`src/rtl/shift_and_subtract_binary_divider.sv`:
```
// ---------------------------------------------------------------------------
// shift_and_subtract_binary_divider
//
// Multi-cycle restoring unsigned divider. Produces Q = A / B and R = A % B,
// retiring one quotient bit per clock. Companion to the shift-and-add
// multiplier in the arithmetic datapath.
//
// Ports:
//   clk          in   1   clock, all state updates on posedge
//   rst          in   1   asynchronous, active-low reset
//   start        in   1   request; accepted only while busy==0
//   A            in   m   dividend, sampled on the accepting edge
//   B            in   n   divisor, sampled on the accepting edge
//   busy         out  1   high while a division is in progress
//   done         out  1   one-cycle pulse; Q/R/div_by_zero valid
//   Q            out  m   quotient, held until the next completion
//   R            out  n   remainder, held until the next completion
//   div_by_zero  out  1   last completed op had B==0; held with Q/R
//
// Latency from accepting edge to done: m clocks, or 1 clock when B==0.
// ---------------------------------------------------------------------------
module shift_and_subtract_binary_divider #(
    parameter int m = 8,
    parameter int n = 8
) (
    input  logic         clk,
    input  logic         rst,
    input  logic         start,
    input  logic [m-1:0] A,
    input  logic [n-1:0] B,
    output logic         busy,
    output logic         done,
    output logic [m-1:0] Q,
    output logic [n-1:0] R,
    output logic         div_by_zero
);

    localparam int CW = $clog2(m + 1);

    typedef enum logic [1:0] {
        IDLE = 2'd0,
        CALC = 2'd1,
        DONE = 2'd2
    } state_t;

    state_t state, state_nxt;

    // Working registers. aq shifts the dividend out of its MSB while the
    // quotient bits enter at its LSB. The partial remainder is kept in n bits:
    // after each restoring step it is strictly below the divisor, so the extra
    // bit only exists transiently in the shifted value below.
    logic [m-1:0]  aq;
    logic [n-1:0]  bd;
    logic [n-1:0]  p;
    logic [CW-1:0] cnt;

    logic [n:0]    p_shift;
    logic [n-1:0]  p_nxt;
    logic [m-1:0]  aq_nxt;
    logic          accept;
    logic          last_iter;
    logic          bd_zero;

    assign accept    = start && (state != CALC);
    assign last_iter = (cnt == CW'(m - 1));
    assign bd_zero   = (bd == '0);

    assign busy = (state == CALC);
    assign done = (state == DONE);

    // One restoring iteration: shift in the next dividend bit, subtract the
    // divisor if it fits and record the outcome as the new quotient bit.
    always_comb begin
        p_shift = {p, aq[m-1]};
        aq_nxt  = {aq[m-2:0], 1'b0};
        p_nxt   = p_shift[n-1:0];
        if (p_shift >= {1'b0, bd}) begin
            p_nxt     = n'(p_shift - {1'b0, bd});
            aq_nxt[0] = 1'b1;
        end
    end

    always_ff @(posedge clk or negedge rst) begin
        if (!rst) begin
            state <= IDLE;
        end else begin
            state <= state_nxt;
        end
    end

    always_comb begin
        state_nxt = state;
        case (state)
            IDLE: if (start) state_nxt = CALC;
            CALC: if (bd_zero || last_iter) state_nxt = DONE;
            DONE: state_nxt = start ? CALC : IDLE;
            default: state_nxt = IDLE;
        endcase
    end

    // Datapath working set carries no reset: it is always reloaded on the
    // accepting edge before it is used.
    always_ff @(posedge clk) begin
        if (accept) begin
            aq  <= A;
            bd  <= B;
            p   <= '0;
            cnt <= '0;
        end else if (state == CALC) begin
            aq  <= aq_nxt;
            p   <= p_nxt;
            cnt <= cnt + 1'b1;
        end
    end

    // Result registers update only on completion edges.
    always_ff @(posedge clk or negedge rst) begin
        if (!rst) begin
            Q           <= '0;
            R           <= '0;
            div_by_zero <= 1'b0;
        end else if (state == CALC) begin
            if (bd_zero) begin
                // aq has not shifted yet on the first CALC edge, so it still
                // holds the original dividend.
                Q           <= '1;
                R           <= aq[n-1:0];
                div_by_zero <= 1'b1;
            end else if (last_iter) begin
                Q           <= aq_nxt;
                R           <= p_nxt;
                div_by_zero <= 1'b0;
            end
        end
    end

endmodule

```
`config.mk`:
```
export PLATFORM = sky130hd
export DESIGN_NAME = shift_and_subtract_binary_divider
export DESIGN_NICKNAME = d
export VERILOG_FILES = /design/src/rtl/shift_and_subtract_binary_divider.sv
export SDC_FILE = /design/constraint.sdc
export NUM_CORES = 1
export LEC_CHECK = 0
export ABC_AREA = 1
export ABC_CLOCK_PERIOD_IN_PS = 1700
export CORE_ASPECT_RATIO = 0.6
export CORE_UTILIZATION = 30
export CTS_CLUSTER_DIAMETER = 60
export CTS_CLUSTER_SIZE = 28
export DETAILED_ROUTE_END_ITERATION = 8
export DONT_BUFFER_PORTS = 1
export PLACE_DENSITY = 0.49
export SYNTH_ARGS = -nofsm -noshare
export SYNTH_HDL_FRONTEND = slang
export SYNTH_SLANG_ARGS = --single-unit
```
`constraint.sdc`:
```
create_clock -name clk -period 1.7 [get_ports clk]
set_clock_uncertainty 0.05 [all_clocks]
set_input_delay 0.255 -clock clk [delete_from_list [all_inputs] [get_ports clk]]
set_output_delay 0.255 -clock clk [all_outputs]
set_load 0.03 [all_outputs]
```
==> Word-level counts from Yosys, hierarchy flattened <==
Index checks and enable logic that the tools add are counted.
{ "word_totals": {"regBits": 47, "latch_bits": 0, "mem_bits_rw": 0, "rom_bits": 0, "inputBits": 19, "output_inout_bits": 19, "wordCells": 39, "mem_count": 0} }
{ "op_classes": {"addsub": 2, "n_mul": 0, "div": 0, "n_lt_le_gt_ge": 1, "eq_ne": 6, "shifts": 0, "mux": 14, "n_bitwise": 0, "n_reduce_logical": 8} }
{ "op_table": {"columns": ["op", "count"], "rows": [
  ["two-way mux 8 bit", 7],
  ["greater-or-equal comparator 9 x 8 -> 1 bit", 1],
  ["logical NOT 8 bit", 1],
  ["subtractor 8 bit", 1],
  ["case mux 2 bit (3 select lines)", 1],
  ["adder 4 x 1 -> 4 bit, second input constant", 1],
  ["equality test 4 x 3 -> 1 bit, second input constant", 1],
  ["two-way mux 1 bit", 4],
  ["two-way mux 2 bit", 2],
  ["inequality test 2 x 1 -> 1 bit, second input constant", 2],
  ["AND reduction 2 bit", 2],
  ["nonzero test 2 bit", 2],
  ["equality test 2 x 1 -> 1 bit, second input constant", 1],
  ["equality test 2 bit, second input constant", 1],
  ["logical NOT 2 bit", 1],
  ["inequality test 2 bit, second input constant", 1],
  ["logical AND 1 bit", 1],
  ["logical OR 1 bit", 1]
]} }

==> Logic depth before layout (Yosys ltp) <==
Gate-level depths: netlist of run 1.
{ "logic_depth": {"word_depth": 4, "ltp_mapped": 13, "ltp_nobuf": 13} }

==> Least setup slack after synthesis of run 1 <==
OpenSTA, ideal clock, no wires.
{ "synth_timing": {"path_type": "flip-flop to flip-flop", "start": "register bd[6]", "end": "register aq[0] (data pin)", "setup_ns": 0.268, "arrival_time_ns": 1.490, "required_time_ns": 1.382, "path_slack_ns": -0.108, "stages_incl_launch_ff": 11, "n_path_buf": 0, "synth_period_minus_slack_ns": 1.808, "path_cell_list": "edfxtp_1 -> inv_1 -> ha_1 -> nand2_1 -> nand2_1 -> nand2_1 -> nand2_1 -> a21oi_2 -> nand2_2 -> inv_1 -> o21ai_0"} }
{ "synth_between": {"elab_chain_cells": 4} }
{ "synth_rtl": {"columns": ["element", "line_no", "rtl"], "rows": [
  ["from (decl)", "53", "logic [n-1:0] bd;"],
  ["from (signal assigned)", "106", "bd <= B;"],
  ["greater-or-equal comparator 9 x 8 -> 1 bit", "77", "if (p_shift >= {1'b0, bd}) begin"],
  ["two-way mux 1 bit", "77", null],
  ["two-way mux 8 bit", "109", "end else if (state == CALC) begin"],
  ["two-way mux 8 bit", "104", "if (accept) begin"],
  ["to (signal assigned)", "110", "aq <= aq_nxt;"],
  ["to (decl)", "52", "logic [m-1:0] aq;"]
]} }
No other way between the ends. The select of a mux whose other input is x is not followed.
A chain may end at the register's enable or synchronous reset.

==> Final worst setup path of run 1 <==
{ "layout_timing": {"start": "register bd[2]", "end": "register R[3]"} }
{ "layout_between": {"elab_chain_cells": 4, "elab_cells_between_ends": 8, "cone_classes": "1 x add/sub; 1 x order compare; 3 x mux; 3 x reduce/logical"} }
{ "layout_rtl": {"columns": ["element", "line_no", "rtl"], "rows": [
  ["subtractor 8 bit or greater-or-equal comparator 9 x 8 -> 1 bit (tied branches)", "78, 77", null],
  ["two-way mux 8 bit", "77", null],
  ["two-way mux 8 bit", "129", "end else if (last_iter) begin"],
  ["two-way mux 8 bit", "123", "if (bd_zero) begin"],
  ["to (signal assigned)", "127", "R <= aq[n-1:0];"],
  ["to (signal assigned)", "131", "R <= p_nxt;"],
  ["to (decl)", "34", "output logic [n-1:0] R,"]
]} }
Parallel ways exist; a longest one is shown, timed or not. The select of a mux whose other input is x is not followed.

==> results of run 1 <==
-- worst paths after layout --
check	startpoint	slack, ns	to	cells after the start
worst min-delay path	start	0.09	state[0]	2
worst max register to register	bd[2]	-0.06	R[3]	11
worst max-delay path	bd[2]	-0.06	R[3]	11
max in group asynchronous	rst	0.55	Q[0]	1
min in group asynchronous	rst	0.49	R[7]	1
worst min register to register	cnt[1]	0.45	cnt[1]	1
-- worst register-to-register path, cell delays in order, from the launching register on --
cell and delay, ns:
edfxtp_1 0.38, inv_2 0.08, ha_4 0.21, or2_4 0.28, nand3_4 0.10, nand2_4 0.07, nand2_8 0.11, nand2_4 0.09
nand2_2 0.09, nand3_1 0.10, nand2_1 0.07, nand2_1 0.04
-- final cells by class --
cell class,instances,area share (%)
Clock buffer,6,3.540
Tap cell,104,3.574
Multi-Input combinational cell,202,39.97
Inverter,42,4.880
Timing Repair Buffer,60,14.85
Clock inverter,2,0.3436
Sequential cell,47,32.85
-- cells by family (layout without fill, tap and decap cells) --
kind of cell,Yosys count,count (layout),share of synthesized area [%]
DFF,47,47,49.23
buffers and inverters,46,110,8.084
xor gates and xnor gates,3,3,1.082
AOI/OAI and AO/OA,37,37,8.343
adders and majority gates,10,10,5.458
and+or+nand+nor,151,152,27.81
-- sequential cells by signal, indices dropped and copies added (netlist names) --
register / cells
Q: 8
R: 8
aq: 8
bd: 8
cnt: 4
div_by_zero: 1
p: 8
state: 2
-- timing repair --
action                                 in CTS  in global routing
pin swaps                                  17                 25
resized for setup                          46                 54
setup buffers                               7                  5
setup endpoints to repair                  19                 25
endpoints found under the hold margin      27                  0
gates cloned                                1                  0
hold buffers                                9                  0
-- per-layer routing --
layer | vias up | GRT usage [%]
met5 | - | 0
met4 | 0 | 4.131
met3 | 9 | 5.255
met2 | 50 | 24.44
met1 | 1008 | 25.12
li1 | 1084 | -
-- power by group --
group | internal, uW | total, uW | switching (uW)
combinational | 1780 | 4000 | 2220
clock | 544 | 989 | 445
sequential | 1690 | 2380 | 689
-- through the flow --
step | cells | cell area [um^2] | setup WS [ns] | utilization (%)
after floorplan | 294 | 2480 | 0.008713 | -
after global placement | 433 | 2884 | -0.1720 | 38.26
after detailed placement | 433 | 2884 | -0.2029 | 38.26
after CTS | 458 | 3385 | -0.07019 | 44.90
after global routing | 463 | 3641 | -0.1549 | 48.31
final | 463 | 3641 | -0.06082 | 48.31
-- cells in the final DEF, fill, tap and decap left out, types with 2 or more instances in the layout --
master	synthesis	routed
ha_4	0	7
buf_4	0	40
dfrtp_1	19	19
nand2_4	2	10
nor2_2	3	3
a21oi_1	17	9
clkbuf_16	0	5
edfxtp_1	16	16
buf_6	2	8
o21ai_2	1	3
nor2_1	13	11
a21oi_2	1	8
nand2_2	3	20
o21ai_0	12	10
dfxtp_1	12	12
nand2_8	0	2
o21ai_1	2	2
nand3_1	25	9
nand2_1	97	71
inv_2	1	10
inv_1	38	28
nand4_1	2	2
dlygate4sd3_1	0	9
nand3_4	0	3
buf_12	0	3
nand3_2	1	14
nor2_4	1	3
==> results.sh, run 1 <==
export IMPL_status="finished, violations left"
export IMPL_failed_checks="negative setup slack"
export IMPL_critical_path_top_delay_family="simple AND/OR/NAND/NOR gates"
export IMPL_syn_num_nets=323
export IMPL_setup_viol=17
export IMPL_drt_met1_wl_um=3569
export IMPL_cap_violations=0
export IMPL_cp_slowest_cell="edfxtp_1"
export IMPL_htree_num_levels=2
export IMPL_num_rows=24
export IMPL_cts_buffers=5
export IMPL_finalMaxSlewViolations=0
export IMPL_arrival_ns=1.90
export IMPL_gp_congestion=0.7914
export IMPL_hold_violations=0
export IMPL_multi_input_area_um2=1455
export IMPL_vdd_ir_drop_worst_uv=735.0
export IMPL_grt_max_degree=27
export IMPL_worstMarginPinSlew_ns=0.9207
export IMPL_ant_nets=0
export IMPL_crit_buf_inv=1
export IMPL_ys_seq_area_share_pct=49.23
export IMPL_antenna_found_initial=0
export IMPL_start_util_pct=32.24
export IMPL_yosys_most_used_dff="dfrtp_1"
export IMPL_crit_chain="inv_2 > ha_4 > or2_4 > nand3_4 > nand2_4 > nand2_8 > nand2_4 > nand2_2 > nand3_1 > nand2_1 > nand2_1"
export IMPL_dp_hpwl_um=4955
export IMPL_async_reset_ff_share_pct=40.43
export IMPL_finalCritPeriodShare_pct=103.6
export IMPL_die_h_um=71.71
export IMPL_synth_top_area_cell="edfxtp_1"
export IMPL_core_um2=7537
export IMPL_setup_worst_path_start_class="register"
export IMPL_ys_types=37
export IMPL_worstSkewPairLatency_ns=0.30
export IMPL_grt_pass1_vias=2129
export IMPL_critPathMaxStageDelay_ns=0.38
export IMPL_hold_ws_ns=0.09487
export IMPL_vias=2151
export IMPL_power_density_nw_per_um2=2022
export IMPL_grt_util_all_layers_pct=17.16
export IMPL_grt_overflow=0
export IMPL_fillers=706
export IMPL_fin_ws_ns=-0.06082
export IMPL_worstSetupEndpointType="register"
export IMPL_die_area_um2=8475
export IMPL_fmax_mhz=567.9
export IMPL_areaGrowthSynthToFinish_pct=49.85
export IMPL_path_clk_slew_ns=0.07
export IMPL_avgRoutedWirePerCell_um=14.87
export IMPL_drive_gt1_share_pct=42.34
export IMPL_first_pass_iters=4
export IMPL_port_buffers=0
export IMPL_vias_per_cell=4.646
export IMPL_finalCriticalPeriod_ns=1.761
export IMPL_synth_area_top_cells="edfxtp_1 (20%), dfrtp_1 (20%), nand2_1 (15%)"
export IMPL_synthTopCellsByCount="nand2_1 (97), inv_1 (38), nand3_1 (25)"
export IMPL_finalSetupTns_ns=-0.6217
export IMPL_path_max_fanout=5
export IMPL_cts_tree="done"
export IMPL_topRoutingLayerUsed="met4"
export IMPL_drtIter0Drc=91
export IMPL_rsz0062_at_grt="yes"
export IMPL_relSlewSlack_pct=38.42
export IMPL_ios=38
export IMPL_p_leak_uw=0.001736
export IMPL_ys_ff_latch=47
export IMPL_synth_edf_count=16
export IMPL_synth_area_um2=2430
export IMPL_clock_sinks=47
export IMPL_hp_class="input pin to register"
export IMPL_fin_nets=387
export IMPL_wl_met3_um=448
export IMPL_total_power_uw=7362
export IMPL_postSynthAreaPerCell_um2=8.265
export IMPL_diodes=0
export IMPL_yosys_warnings=0
export IMPL_wirelength_um=6885
export IMPL_synth_top_cell_area_share_pct=19.77
export IMPL_die_w_um=118.2
export IMPL_synth_most_common_cell="nand2_1"
export IMPL_grt_pass1_wl_um=10990
export IMPL_seqCellArea_um2=1196
export IMPL_crit_type="register to register"
export IMPL_synthCells=294
export IMPL_cts_max_path_buffers=2
export IMPL_clock_root_buffer="clkbuf_16"
export IMPL_drc=0
export IMPL_wl_met2_um=2774
export IMPL_worst_ep_required_time_ns=1.84
Power figures use the tool's default switching activity.
==> inputs of run 2 (changes only) <==
==> constraint.sdc (replaced) <==
create_clock -name clk -period 1.7 [get_ports clk]
set_clock_uncertainty 0.05 [all_clocks]
set_input_delay 0.085 -clock clk [delete_from_list [all_inputs] [get_ports clk]]
set_output_delay 0.085 -clock clk [all_outputs]
set_load 0.03 [all_outputs]
==> run 2 against run 1 <==
  * Sequential power about the same
  * Die area unchanged
  * Critical endpoint is now R[4]
  * Largest cell class unchanged
  * Largest power group unchanged
  * Combinational power down 17%
  * Setup slack better by 0.014 ns
  * Wire length down 5.6%
  * Cell count down 0.22%
  * The run still ends with negative setup slack left
  * Total power down 9.4%
  * First-iteration DRC count up 11%
  * Register-to-register slack about the same
  * Design area down 5.6%
==> results.sh, run 2 (synthesis results as in run 1) <==
export IMPL_grt_util_all_layers_pct=16.60
export IMPL_cts_tree="done"
export IMPL_worstSkewPairLatency_ns=0.29
export IMPL_path_max_fanout=2
export IMPL_vdd_ir_drop_worst_uv=736.2
export IMPL_ios=38
export IMPL_fin_nets=386
export IMPL_cp_common_cell="nand2_1"
export IMPL_cap_violations=0
export IMPL_core_um2=7537
export IMPL_setup_viol=16
export IMPL_dp_cells=430
export IMPL_relSlewSlack_pct=36.49
export IMPL_wirelength_um=6497
export IMPL_r2r_start="bd[0]"
export IMPL_die_h_um=71.71
export IMPL_crit_buf_inv=1
export IMPL_worstMarginPinSlew_ns=0.9495
export IMPL_layout_common_cells="nand2_1 (83), buf_4 (37), inv_1 (29)"
export IMPL_fin_area_um2=3437
export IMPL_hold_violations=0
export IMPL_finalMaxSlewViolations=0
export IMPL_start_util_pct=32.24
export IMPL_critPathMaxStageDelay_ns=0.44
export IMPL_dp_hpwl_um=4813
export IMPL_cp_slowest_cell="edfxtp_1"
export IMPL_arrival_ns=1.93
export IMPL_cp_depth=10
export IMPL_rsz0062_at_grt="yes"
export IMPL_crit_chain="ha_4 > fa_2 > inv_2 > nand3_2 > nand3_2 > xor2_2 > nand2_1 > nand3_1 > nand2_1 > nand2_1"
export IMPL_grt_overflow=0
export IMPL_gp_congestion=0.8112
export IMPL_avgRoutedWirePerCell_um=14.06
export IMPL_holdPathStages=4
export IMPL_diodes=0
export IMPL_worstSetupEndpointType="register"
export IMPL_fmax_mhz=572.5
export IMPL_vias=2127
export IMPL_cts_max_path_buffers=2
export IMPL_crit_type="register to register"
export IMPL_status="finished, violations left"
export IMPL_holdPathEnd="p[6]"
export IMPL_fin_ws_ns=-0.04671
export IMPL_drtIter0Drc=101
export IMPL_total_power_uw=6671
export IMPL_first_pass_iters=4
export IMPL_grt_max_degree=27
export IMPL_die_w_um=118.2
export IMPL_setup_worst_path_start_class="register"
export IMPL_fillers=737
export IMPL_drc=0
export IMPL_htree_num_levels=2
export IMPL_dpl_instance_area_um2=2861
export IMPL_cts_buffers=5
export IMPL_ant_nets=0
export IMPL_die_area_um2=8475
export IMPL_clock_sinks=47
export IMPL_path_clk_slew_ns=0.07
export IMPL_failed_checks="negative setup slack"
export IMPL_hp_class="input pin to register"
export IMPL_layout_commonest_cell="nand2_1"
export IMPL_power_density_nw_per_um2=1941
export IMPL_areaGrowthSynthToFinish_pct=41.45
export IMPL_reg2reg_slack_ns=-0.05
export IMPL_port_buffers=0
export IMPL_worstReg2RegEnd="R[4]"
export IMPL_r2r_cells=10
export IMPL_grt_pass1_wl_um=10850
export IMPL_grt_pass1_vias=2100
export IMPL_worst_ep_required_time_ns=1.88
export IMPL_antenna_found_initial=0
export IMPL_dp_slack_ns=-0.2086
export IMPL_vias_per_cell=4.604
export IMPL_finalCritPeriodShare_pct=102.7
export IMPL_clock_root_buffer="clkbuf_16"
export IMPL_final_cells=462
export IMPL_num_rows=24
export IMPL_finalSetupTns_ns=-0.3784
export IMPL_critical_path_top_delay_family="adder cells"
export IMPL_hp_start="start"
export IMPL_finalCriticalPeriod_ns=1.747
export IMPL_drive_gt1_share_pct=31.28
export IMPL_p_leak_uw=0.001645
run 2: metal layers:
| metal | wire length (um) | track usage (%) | up-vias |
|---|---|---|---|
| li1 | - | - | 1081 |
| met1 | 3421 | 25.34 | 989 |
| met2 | 2577 | 22.94 | 55 |
| met3 | 475 | 5.096 | 2 |
| met4 | 21 | 2.564 | 0 |
| met5 | 0 | 0 | - |
run 2: where the power goes:
| group | internal, uW | switching [uW] |
|---|---|---|
| registers | 1690 | 674 |
| clock network | 584 | 415 |
| logic | 1460 | 1850 |
run 2: per-stage QoR:
stage / utilization (%) / hold WS (ns)
3_3_place_gp: 37.96 / -0.2602
6_report: 45.60 / 0.08099
3_5_place_dp: 37.96 / -0.2602
2_1_floorplan: - / -0.2606
5_1_grt: 45.60 / 0.09871
4_1_cts: 43.31 / 0.07215
run 2: what timing repair did:
| item | CTS | global route |
|---|---|---|
| pin swaps | 6 | 17 |
| hold buffers | 18 | 0 |
| setup endpoints to repair | 18 | 25 |
| gates cloned | 1 | 0 |
| hold endpoints to repair | 36 | 0 |
| setup buffers | 3 | 2 |
| resized for setup | 14 | 37 |
run 2: worst max path at each step:
stage,end,slack (ns),start
after floorplan,aq[0],0.009,bd[6]
after global placement,R[4],-0.22,bd[0]
after detailed placement,R[4],-0.21,aq[7]
after CTS,R[4],-0.12,bd[0]
after global routing,R[7],-0.16,bd[5]
final,R[4],-0.05,bd[0]
run 2: layout make-up:
cell class / count / area [um^2] / area share, %
clock buffer: 7 / 142.6 / 4.150
clock inverter: 1 / 5.005 / 0.1456
inverter: 42 / 167.7 / 4.878
multi-input combinational: 202 / 1284 / 37.35
sequential: 47 / 1196 / 34.80
tap: 104 / 130.1 / 3.786
timing repair buffer: 59 / 511.7 / 14.89
run 2: tightest hold or removal path, delay by kind of cell:
kind          cells  cell delay, ns
buf+inv           1            0.16
simple gates      3            0.12
==> inputs of run 3 (changes only) <==
--- a/config.mk
+++ b/config.mk
@@ -9,11 +9,13 @@
 export ABC_CLOCK_PERIOD_IN_PS = 1700
 export CORE_ASPECT_RATIO = 0.6
 export CORE_UTILIZATION = 30
+export CTS_BUF_LIST = sky130_fd_sc_hd__clkbuf_4 sky130_fd_sc_hd__clkbuf_8
 export CTS_CLUSTER_DIAMETER = 60
 export CTS_CLUSTER_SIZE = 28
 export DETAILED_ROUTE_END_ITERATION = 8
 export DONT_BUFFER_PORTS = 1
 export PLACE_DENSITY = 0.49
+export REMOVE_ABC_BUFFERS = 1
 export SYNTH_ARGS = -nofsm -noshare
 export SYNTH_HDL_FRONTEND = slang
 export SYNTH_SLANG_ARGS = --single-unit
==> run 3 against run 2 <==
  * The run ends with negative hold slack, negative setup slack left
  * Critical path type unchanged
  * Cell count up 2.6%
  * Worst hold slack worse by 0.084 ns
  * First-iteration DRC count grew 34%
  * Combinational power grew 20%
  * Setup slack lost 0.054 ns
  * Via count grew 2.2%
  * Highest routed layer unchanged
  * Clock power is 13% lower
==> results.sh, run 3 (synthesis results as in run 1) <==
export IMPL_status="finished, violations left"
export IMPL_failed_checks="negative hold slack, negative setup slack"
export IMPL_die_w_um=118.2
export IMPL_clock_sinks=47
export IMPL_cp_common_cell="nand2_1"
export IMPL_grt_pass1_wl_um=10850
export IMPL_ant_nets=0
export IMPL_fmax_mhz=555.3
export IMPL_cap_violations=0
export IMPL_p_leak_uw=0.001767
export IMPL_die_area_um2=8475
export IMPL_layout_commonest_cell="nand2_1"
export IMPL_avgRoutedWirePerCell_um=14.45
export IMPL_vias_per_cell=4.584
export IMPL_core_um2=7537
export IMPL_cts_buffers=5
export IMPL_worstSetupEndpointType="register"
export IMPL_endpoint="R[1]"
export IMPL_grt_pass1_vias=2065
export IMPL_vdd_ir_drop_worst_uv=851.1
export IMPL_dp_hpwl_um=4719
export IMPL_grt_max_degree=20
export IMPL_power_internal_uw=3908
export IMPL_cp_slowest_cell="edfxtp_1"
export IMPL_port_buffers=0
export IMPL_worst_ep_required_time_ns=1.85
export IMPL_r2r_cells=11
export IMPL_drc=0
export IMPL_relSlewSlack_pct=38.51
export IMPL_gp_congestion=0.8010
export IMPL_grt_overflow=0
export IMPL_htree_num_levels=2
export IMPL_wirelength_um=6851
export IMPL_path_clk_slew_ns=0.09
export IMPL_hold_violations=1
export IMPL_ios=38
export IMPL_antenna_found_initial=1
export IMPL_final_core_util_pct=49.32
export IMPL_drtIter0Drc=135
export IMPL_setup_worst_path_start_class="register"
export IMPL_arrival_ns=1.95
export IMPL_worstReg2RegEnd="R[1]"
export IMPL_cts_tree="done"
export IMPL_vias=2173
export IMPL_cp_depth=11
export IMPL_clkPwrFrac_pct=12.1
export IMPL_layout_common_cells="nand2_1 (72), buf_4 (42), inv_1 (25)"
export IMPL_clock_root_buffer="clkbuf_8"
export IMPL_power_density_nw_per_um2=1938
export IMPL_crit_chain="inv_1 > ha_2 > nand2_1 > nor2_2 > a21oi_4 > buf_6 > nand2_8 > nand2_4 > nand3_2 > nand2_1 > nand2_1"
export IMPL_path_max_fanout=5
export IMPL_start_util_pct=32.24
export IMPL_rsz0062_at_grt="yes"
export IMPL_switchingPower_uw=3297
export IMPL_setup_viol=16
export IMPL_crit_buf_inv=2
export IMPL_cts_max_path_buffers=2
export IMPL_grt_util_all_layers_pct=17.07
export IMPL_r2r_start="aq[7]"
export IMPL_first_pass_iters=4
export IMPL_reg2reg_slack_ns=-0.10
export IMPL_finalCriticalPeriod_ns=1.801
export IMPL_areaGrowthSynthToFinish_pct=52.99
export IMPL_critical_path_top_delay_family="simple AND/OR/NAND/NOR gates"
export IMPL_hold_ws_ns=-0.003326
export IMPL_worstSkewPairLatency_ns=0.31
export IMPL_fin_nets=397
export IMPL_hp_class="input pin to register"
export IMPL_critPathMaxStageDelay_ns=0.39
export IMPL_pwr_share_comb_pct=55.1
export IMPL_die_h_um=71.71
export IMPL_fin_ws_ns=-0.1010
export IMPL_crit_type="register to register"
export IMPL_drive_gt1_share_pct=41.73
export IMPL_worstMarginPinSlew_ns=0.9193
export IMPL_dpl_instance_area_um2=2811
export IMPL_power_frac_seq_pct=32.8
export IMPL_p_sw_share_pct=45.76
export IMPL_fin_area_um2=3717
export IMPL_num_rows=24
export IMPL_finalMaxSlewViolations=0
export IMPL_crit_start="aq[7]"
export IMPL_finalCritPeriodShare_pct=105.9
-- run 3: worst min-delay path by stage --
stage | start | endpoint | cells after the start
after global placement | rst | R[7] | 0
after global routing | A[7] | aq[7] | 2
after floorplan | rst | Q[0] | 0
after CTS | A[7] | aq[7] | 2
after detailed placement | rst | R[7] | 0
final | A[7] | aq[7] | 2
-- run 3: per-layer routing --
metal | vias up | global-route usage, % | share of wire (%)
li1 | 1098 | - | -
met1 | 1019 | 25.75 | 51
met2 | 52 | 23.33 | 41
met3 | 4 | 5.573 | 6.9
met4 | 0 | 3.419 | 0.53
met5 | - | 0 | 0
-- run 3: power by group through the flow --
stage	sequential (uW)	combinational, uW	clock, uW
finish	2370	3970	870
detailed placement	2360	2630	0
floorplan	2270	1720	0
CTS	2360	3420	891
global placement	2360	2630	0
global route	2420	4390	940
-- run 3: cell type report --
| class | count | area (um^2) |
|---|---|---|
| fill | 725 | 3820 |
| multi-input combinational | 203 | 1484 |
| sequential | 47 | 1196 |
| timing repair buffer | 68 | 603.1 |
| inverter | 42 | 178.9 |
| tap | 104 | 130.1 |
| clock buffer | 7 | 83.83 |
| clock inverter | 1 | 30.03 |
| timing repair inverter | 1 | 8.758 |
| antenna | 1 | 2.502 |
-- run 3: repair_timing --
item | in CTS | in global routing
hold buffers | 17 | 0
endpoints found under the hold margin | 35 | 0
pin swaps | 34 | 34
gates cloned | 1 | 2
buffers inserted | 9 | 7
gates resized for setup | 66 | 47
setup endpoints to repair | 18 | 26
-- run 3: per-stage QoR --
| stage | setup TNS (ns) | instances | setup slack (ns) | power [uW] |
|---|---|---|---|---|
| after floorplan | -10.82 | 290 | -0.4724 | 3987 |
| after global placement | -2.501 | 430 | -0.2104 | 4991 |
| after detailed placement | -2.793 | 430 | -0.1890 | 4992 |
| after CTS | -0.6517 | 465 | -0.07194 | 6675 |
| after global routing | -2.920 | 474 | -0.2102 | 7746 |
| final | -0.8262 | 474 | -0.1010 | 7204 |
